==> src/rtl/trigger_barrier.sv <==
// Network-level launcher and barrier combiner for a group of trigger FSMs.
// Optional run statistics are enabled with TRIGGER_BARRIER_STATS_EN.
module trigger_barrier #(
    parameter int                    NUM_ACTORS  = 4,
    parameter logic [NUM_ACTORS-1:0] ACTOR_MASK  = {NUM_ACTORS{1'b1}},
    parameter int                    STATS_WIDTH = 32
) (
    input  logic                  ap_clk,
    input  logic                  ap_rst_n,
    input  logic                  ap_start,
    output logic                  ap_done,
    output logic                  ap_ready,
    output logic                  ap_idle,
    output logic [NUM_ACTORS-1:0] actor_ap_start,
    input  logic [NUM_ACTORS-1:0] actor_ap_done,
    input  logic [NUM_ACTORS-1:0] actor_sleep,
    input  logic [NUM_ACTORS-1:0] actor_sync_exec,
    input  logic [NUM_ACTORS-1:0] actor_sync_wait,
    output logic                  all_sleep,
    output logic                  all_sync,
    output logic                  all_sync_wait
`ifdef TRIGGER_BARRIER_STATS_EN
    ,
    output logic [STATS_WIDTH-1:0] run_cycles,
    output logic [STATS_WIDTH-1:0] sync_rounds
`endif
);

    typedef enum logic [1:0] {
        S_IDLE,
        S_START,
        S_RUN,
        S_DONE
    } state_t;

    state_t                  state_reg;
    logic [NUM_ACTORS-1:0]   done_seen_reg;
    logic [NUM_ACTORS-1:0]   done_seen_next;
    logic                    run_complete;
    logic                    ap_done_reg;
    logic                    ap_idle_reg;
    logic [NUM_ACTORS-1:0]   actor_start_reg;

    logic [NUM_ACTORS-1:0]   sleep_ok;
    logic [NUM_ACTORS-1:0]   sync_ok;
    logic [NUM_ACTORS-1:0]   wait_ok;

    if (NUM_ACTORS < 1 || NUM_ACTORS > 64 || STATS_WIDTH < 1) begin : g_param_err
        $error("trigger_barrier: NUM_ACTORS must be 1..64 and STATS_WIDTH >= 1");
    end

    // Excluded triggers always vote "yes" so they can never hold a barrier back.
    genvar gi;
    for (gi = 0; gi < NUM_ACTORS; gi++) begin : g_term
        assign sleep_ok[gi] = actor_sleep[gi] | ~ACTOR_MASK[gi];
        assign sync_ok[gi]  = actor_sync_exec[gi] | actor_sync_wait[gi] | ~ACTOR_MASK[gi];
        assign wait_ok[gi]  = actor_sync_wait[gi] | ~ACTOR_MASK[gi];
    end

    assign all_sleep     = &sleep_ok;
    assign all_sync      = &sync_ok;
    assign all_sync_wait = &wait_ok;

    assign done_seen_next = done_seen_reg | (actor_ap_done & ACTOR_MASK);
    assign run_complete   = &(done_seen_next | ~ACTOR_MASK);

    always_ff @(posedge ap_clk) begin
        if (!ap_rst_n) begin
            state_reg       <= S_IDLE;
            done_seen_reg   <= '0;
            ap_done_reg     <= 1'b0;
            ap_idle_reg     <= 1'b1;
            actor_start_reg <= '0;
        end else begin
            ap_done_reg     <= 1'b0;
            ap_idle_reg     <= 1'b0;
            actor_start_reg <= '0;
            case (state_reg)
                S_IDLE: begin
                    if (ap_start) begin
                        state_reg       <= S_START;
                        actor_start_reg <= ACTOR_MASK;
                    end else begin
                        ap_idle_reg <= 1'b1;
                    end
                end
                S_START: begin
                    // Completions seen during the launch cycle belong to the previous run.
                    state_reg     <= S_RUN;
                    done_seen_reg <= '0;
                end
                S_RUN: begin
                    done_seen_reg <= done_seen_next;
                    if (run_complete) begin
                        state_reg   <= S_DONE;
                        ap_done_reg <= 1'b1;
                    end
                end
                S_DONE: begin
                    state_reg   <= S_IDLE;
                    ap_idle_reg <= 1'b1;
                end
                default: begin
                    state_reg   <= S_IDLE;
                    ap_idle_reg <= 1'b1;
                end
            endcase
        end
    end

    assign ap_done        = ap_done_reg;
    assign ap_ready       = ap_done_reg;
    assign ap_idle        = ap_idle_reg;
    assign actor_ap_start = actor_start_reg;

`ifdef TRIGGER_BARRIER_STATS_EN
    logic [STATS_WIDTH-1:0] run_cycles_reg;
    logic [STATS_WIDTH-1:0] sync_rounds_reg;
    logic                   all_sync_prev_reg;

    always_ff @(posedge ap_clk) begin
        if (!ap_rst_n) begin
            run_cycles_reg    <= '0;
            sync_rounds_reg   <= '0;
            all_sync_prev_reg <= 1'b0;
        end else begin
            all_sync_prev_reg <= all_sync;
            if (state_reg == S_START) begin
                run_cycles_reg  <= '0;
                sync_rounds_reg <= '0;
            end else if (state_reg == S_RUN) begin
                if (!(&run_cycles_reg))
                    run_cycles_reg <= run_cycles_reg + STATS_WIDTH'(1);
                // A sync round is a rising edge of the network-wide sync barrier.
                if (all_sync && !all_sync_prev_reg && !(&sync_rounds_reg))
                    sync_rounds_reg <= sync_rounds_reg + STATS_WIDTH'(1);
            end
        end
    end

    assign run_cycles  = run_cycles_reg;
    assign sync_rounds = sync_rounds_reg;
`endif

endmodule

==> config.mk <==
export PLATFORM = sky130hd
export DESIGN_NAME = trigger_barrier
export DESIGN_NICKNAME = d
export VERILOG_FILES = /design/src/rtl/trigger_barrier.sv
export SDC_FILE = /design/constraint.sdc
export NUM_CORES = 1
export LEC_CHECK = 0
export CAP_MARGIN = 30
export CORE_MARGIN = 2
export CORE_UTILIZATION = 34
export DETAILED_ROUTE_END_ITERATION = 8
export PLACE_DENSITY = 0.87
export SLEW_MARGIN = 20
export SYNTH_ARGS = -nofsm -noshare
export SYNTH_HDL_FRONTEND = slang
export SYNTH_SLANG_ARGS = --single-unit
==> constraint.sdc <==
create_clock -name ap_clk -period 1.82 [get_ports ap_clk]
set_input_delay 0.455 -clock ap_clk [delete_from_list [all_inputs] [get_ports ap_clk]]
set_output_delay 0.455 -clock ap_clk [all_outputs]
set_load 0.02 [all_outputs]
==> impl_results.md, run 1 <==
- Status: finished clean
- Worst Setup End Kind: output port
- Grt ovf: 0
- RSZ-0062 raised after global routing: false
- Final Hold Viols: 0
- Slew Viols, Final: 0
- Seq/Total Area, Yosys: 0.386
- Relative slew margins: 0.700
- H-tree Lvls: 1
- Slowest CP cell: clkdlybuf4s50_1
- Logic pwr share: 0.484
- DRC: 0
- 1st-pass router iterations: 4
- Drt total wl: 1.03 mm
- Crit Path Class: in2out
- Wire per inst: 10.6 um
- Syn nets: 75
- Mapped Area: 467 um2
- Synth Register Bits: 9
- Leading cell type in the layout, fill and taps excluded: clkdlybuf4s50_1
- Final number of setup-violating endpoints: 0
- Worst Skew: 0.000733 ns
- CTS tree: done
- Mean area per synthesized cell: 8.97 um2
- First-pass GRT wire length: 1.34 mm
- DR vias: 481
- CP arrival: 1.28 ns
- CTS Buf Count: 3
- DRT antenna net count: 0
- Reg clk slew, reported paths: 0.05 ns
- Post-Synthesis Cells: 52
- CP Launch Type: input pin
- Vias in the first global route: 384
- Most frequent cells in the layout: clkdlybuf4s50_1, dfxtp_1, nor2_1, a21oi_1, ha_1
- Highest clock rate: 576 MHz
- Unique masters post-synth: 22
- Yosys Warn Count: 0
- Die area: 0.00169 mm2
- Post-detail-place hpwl: 834 um
- Static Leakage: 0.311 nW
- Power share of the clock group: 0.170
- Critical Path RT: 1.36 ns
- Critical path cell sequence: clkdlybuf4s50_1 -> o22ai_1 -> nor2_1 -> buf_2
- Row cnt: 13
- Clock latency at the later pin of the worst-skew pair: 0.26 ns
- P_int: 548 uW
- Switching Fraction: 0.373
- Core area: 0.00128 mm2
- Final Core Density: 0.593
- Tmin final: 1.74 ns
- Flop pwr share: 0.346
- Clock sink count: 9
- Clk buf depth: 2
- Sw power: 325 uW
- Hold Path Class: reg2reg
- GP Congestion: 0.871
- Inserted Diodes: 0
- Largest fanout on the critical path: 2
- Largest net degree at the start of global routing: 8
- Vias per cell: 4.96
- Final period utilization: 0.954
- Port bufs: 28
- Root Driver: clkbuf_4
- Overall routing resource usage: 0.127
- Antenna violations before repair: 0
- Power Dens Cells: 1150 mW/mm2
- Hold-fix buffers at CTS: 0
- Die Span X: 41.1 um
- Num ports: 29
- Max cap viols: 0
- # nets final: 106
- Layout area overhead: 63.3%
- CP peak stage delay: 0.48 ns
- Hold slack final: 0.471 ns
- Worst Tran Pin Value: 0.445 ns
- Die Height: 41.1 um
- Finished Cell Area: 762 um2
- Initial cell density of the core: 0.363
- Peak supply drop: 0.000631 V
- Setup Buffers After CTS: 0
- Post-DP Area: 751 um2
- Max reg flops: 4
- First-iteration detailed-routing DRC count: 7
- Layout cells sized above 1: 0.122
## cell type report
class                      count  area, um2
tap                           15       18.8
fill                         124        523
multi-input combinational     36        245
sequential                     9        180
inverter                       3       11.3
clock buffer                   4       26.3
timing repair buffer          30        280
## per-stage QoR
step                worst slack [ns]  power [mW]  cells  setup TNS, ns
floorplan                      0.456       0.582     52              0
global placement              -0.348       0.719     93         -0.996
detailed placement            -0.365       0.731     93          -1.04
CTS                           0.0293       0.884     97              0
global route                  0.0402       0.939     97              0
finish                        0.0830       0.873     97              0
## cell usage after synthesis
library cell	count	area share
o22ai_2	1	0.027
o311ai_0	1	0.019
o21a_1	1	0.016
nand4b_1	1	0.019
nand3_1	1	0.011
a21oi_1	5	0.054
nor2_1	5	0.040
o21ai_0	2	0.021
or4_1	1	0.016
and4_1	2	0.038
o2111ai_1	1	0.019
inv_1	3	0.024
or3b_2	1	0.019
o31a_1	1	0.019
buf_4	4	0.064
and3_1	1	0.013
nor3_1	1	0.011
dfxtp_1	9	0.39
nor2b_1	1	0.013
nand2_1	3	0.024
ha_1	4	0.11
o22ai_1	3	0.040
## logic make-up (layout without fill, tap and decap cells)
logic type,after synthesis,count (layout),share of synthesized area
adders and majority gates,4,4,0.107
and+or+nand+nor,17,17,0.204
buffers and inverters,7,37,0.0885
AOI/OAI and AO/OA,15,15,0.214
DFF,9,9,0.386
## power by group through the flow
stage          registers [mW]  logic [mW]  clock network [mW]
5_1_grt                 0.311       0.462               0.166
6_report                0.302       0.422               0.149
2_1_floorplan           0.313       0.270                   0
3_3_place_gp            0.305       0.414                   0
4_1_cts                 0.304       0.425               0.155
3_5_place_dp            0.308       0.423                   0
## path summary, 6_finish.rpt
check	slack, ns	depth (start not counted)	endpoint	startpoint
worst max-delay path	0.08	4	all_sync	actor_sync_wait[0]
worst min-delay path	0.47	2	done_seen_reg[1]	done_seen_reg[1]
worst max register to register	0.24	5	done_seen_reg[3]	state_reg[1]
worst min register to register	0.47	2	done_seen_reg[1]	done_seen_reg[1]
## worst max-delay path, delay by kind of cell
kind                   cells  cell delay [ns]
buffers and inverters      2             0.64
and+or+nand+nor            1             0.10
AOI/OAI and AO/OA          1             0.09
## metal layers
layer | wire length, um | global-route usage
met1 | 406 | 0.102
met2 | 448 | 0.230
met3 | 166 | 0.0761
met4 | 8 | 0.0750
met5 | 0 | 0
## what timing repair did
item                       CTS  global route
gates resized for setup     11             1
setup endpoints to repair    3             1
pin swaps                    0             0
Note: power is estimated with default switching activity, not from simulation.
==> run 2, diff against run 1 <==
--- a/config.mk
+++ b/config.mk
@@ -10,6 +10,7 @@
 export CORE_UTILIZATION = 34
 export DETAILED_ROUTE_END_ITERATION = 8
 export PLACE_DENSITY = 0.87
+export REMOVE_ABC_BUFFERS = 1
 export SLEW_MARGIN = 20
 export SYNTH_ARGS = -nofsm -noshare
 export SYNTH_HDL_FRONTEND = slang
==> impl_results.md, run 2 (synthesis results as in run 1) <==
- Worst Skew: 0.00294 ns
- Core area: 0.00128 mm2
- Vias in the first global route: 426
- Clk buf depth: 2
- Tmin final: 1.76 ns
- Drt total wl: 1.16 mm
- H-tree Lvls: 1
- CP arrival: 1.31 ns
- # nets final: 106
- 1st-pass router iterations: 2
- CP startpoint: actor_sync_wait[0]
- Max cap viols: 0
- Relative slew margins: 0.703
- CTS tree: done
- Final period utilization: 0.968
- Final Hold Viols: 0
- Final number of setup-violating endpoints: 0
- DRC: 0
- Die Span X: 41.1 um
- Clock sink count: 9
- Initial cell density of the core: 0.363
- Hold Path Stages: 2
- CP Launch Type: input pin
- Grt ovf: 0
- Port bufs: 28
- Final total power: 876 uW
- Register area: 180 um2
- Die area: 0.00169 mm2
- Slew Viols, Final: 0
- R2r startpoint: state_reg[1]
- Layout area overhead: 63.3%
- Layout cells sized above 1: 0.122
- Hold Path Class: reg2reg
- Setup Buffers After CTS: 0
- Hold Crit Start: done_seen_reg[0]
- Root Driver: clkbuf_4
- Antenna violations before repair: 0
- Critical Path RT: 1.36 ns
- Placed Cells: 93
- Post-detail-place hpwl: 933 um
- R2R setup slack: 0.27 ns
- Die Height: 41.1 um
- DRT antenna net count: 0
- Clock latency at the later pin of the worst-skew pair: 0.26 ns
- GP Congestion: 0.841
- DR vias: 485
- Multi-input logic area: 245 um2
- Status: finished clean
- Vias per cell: 5.00
- Overall routing resource usage: 0.148
- Filler Cells Inserted: 110
- Leading cell type in the layout, fill and taps excluded: clkdlybuf4s50_1
- Fin cells: 97
- Crit Path Class: in2out
- Num ports: 29
- Worst Tran Pin Value: 0.441 ns
- Row cnt: 13
- Reg clk slew, reported paths: 0.06 ns
- First-pass GRT wire length: 1.62 mm
- Largest fanout on the critical path: 2
- Peak supply drop: 0.000554 V
- Most frequent cells in the layout: clkdlybuf4s50_1, dfxtp_1, nor2_1, a21oi_1, ha_1
- Highest clock rate: 568 MHz
- RSZ-0062 raised after global routing: false
- First-iteration detailed-routing DRC count: 8
- Max reg flops: 4
- Static Leakage: 0.311 nW
- Worst reg2reg path depth: 5
- Worst Setup End Kind: output port
- Hold Path End: done_seen_reg[0]
- Finished Cell Area: 762 um2
- Final Core Density: 0.593
- Largest net degree at the start of global routing: 8
- CTS Buf Count: 3
- Reg-to-Reg End: done_seen_reg[0]
- Wire per inst: 12.0 um
- Inserted Diodes: 0
- Post-DP Area: 751 um2
- Power Dens Cells: 1150 mW/mm2
run 2: where the power goes:
part	switching [mW]	internal (mW)
sequential	0.0440	0.260
combinational	0.218	0.202
clock	0.0676	0.0843
total	0.329	0.547
run 2: worst max path at each step:
stage               slack [ns]  depth (start not counted)             to
floorplan                 0.46                          5   state_reg[1]
CTS                       0.03                          3      all_sleep
global placement         -0.35                          3  all_sync_wait
global route              0.02                          4       all_sync
detailed placement       -0.37                          3  all_sync_wait
finish                    0.06                          4       all_sync
run 2: worst max-delay path: stages:
cell and delay, ns:
clkdlybuf4s50_1 0.49, o22ai_1 0.09, nor2_1 0.11, buf_2 0.17
run 2: metrics by stage:
stage               TNS [ns]  setup WS [ns]  hold WS [ns]
CTS                        0         0.0333         0.481
finish                     0         0.0580         0.482
floorplan                  0          0.456         0.437
global route               0         0.0234         0.503
global placement       -1.00         -0.348         0.450
detailed placement     -1.05         -0.371         0.465
run 2: routing by layer:
layer,up-vias,GRT usage,routed length (um)
met5,-,0,0
met1,213,0.155,451
li1,248,-,-
met3,2,0.0380,137
met2,22,0.266,563
met4,0,0.0750,9
run 2: timing repair:
item | in CTS | in global routing
resized for setup | 11 | 1
hold buffers | 0 | 0
endpoints found under the setup margin | 3 | 1
run 2: cell type report:
| class | instances | area share |
|---|---|---|
| clock buffers | 4 | 0.0345 |
| multi-input cells | 36 | 0.322 |
| flip-flops and latches | 9 | 0.236 |
| well taps | 15 | 0.0246 |
| repair buffers | 30 | 0.368 |
| inverters | 3 | 0.0148 |
==> run 3, diff against run 2 <==
--- a/config.mk
+++ b/config.mk
@@ -11,7 +11,7 @@
 export DETAILED_ROUTE_END_ITERATION = 8
 export PLACE_DENSITY = 0.87
 export REMOVE_ABC_BUFFERS = 1
-export SLEW_MARGIN = 20
+export SLEW_MARGIN = 10
 export SYNTH_ARGS = -nofsm -noshare
 export SYNTH_HDL_FRONTEND = slang
 export SYNTH_SLANG_ARGS = --single-unit
==> results of run 3 <==
Final layout, timing and power as in run 2 (identical DEF).
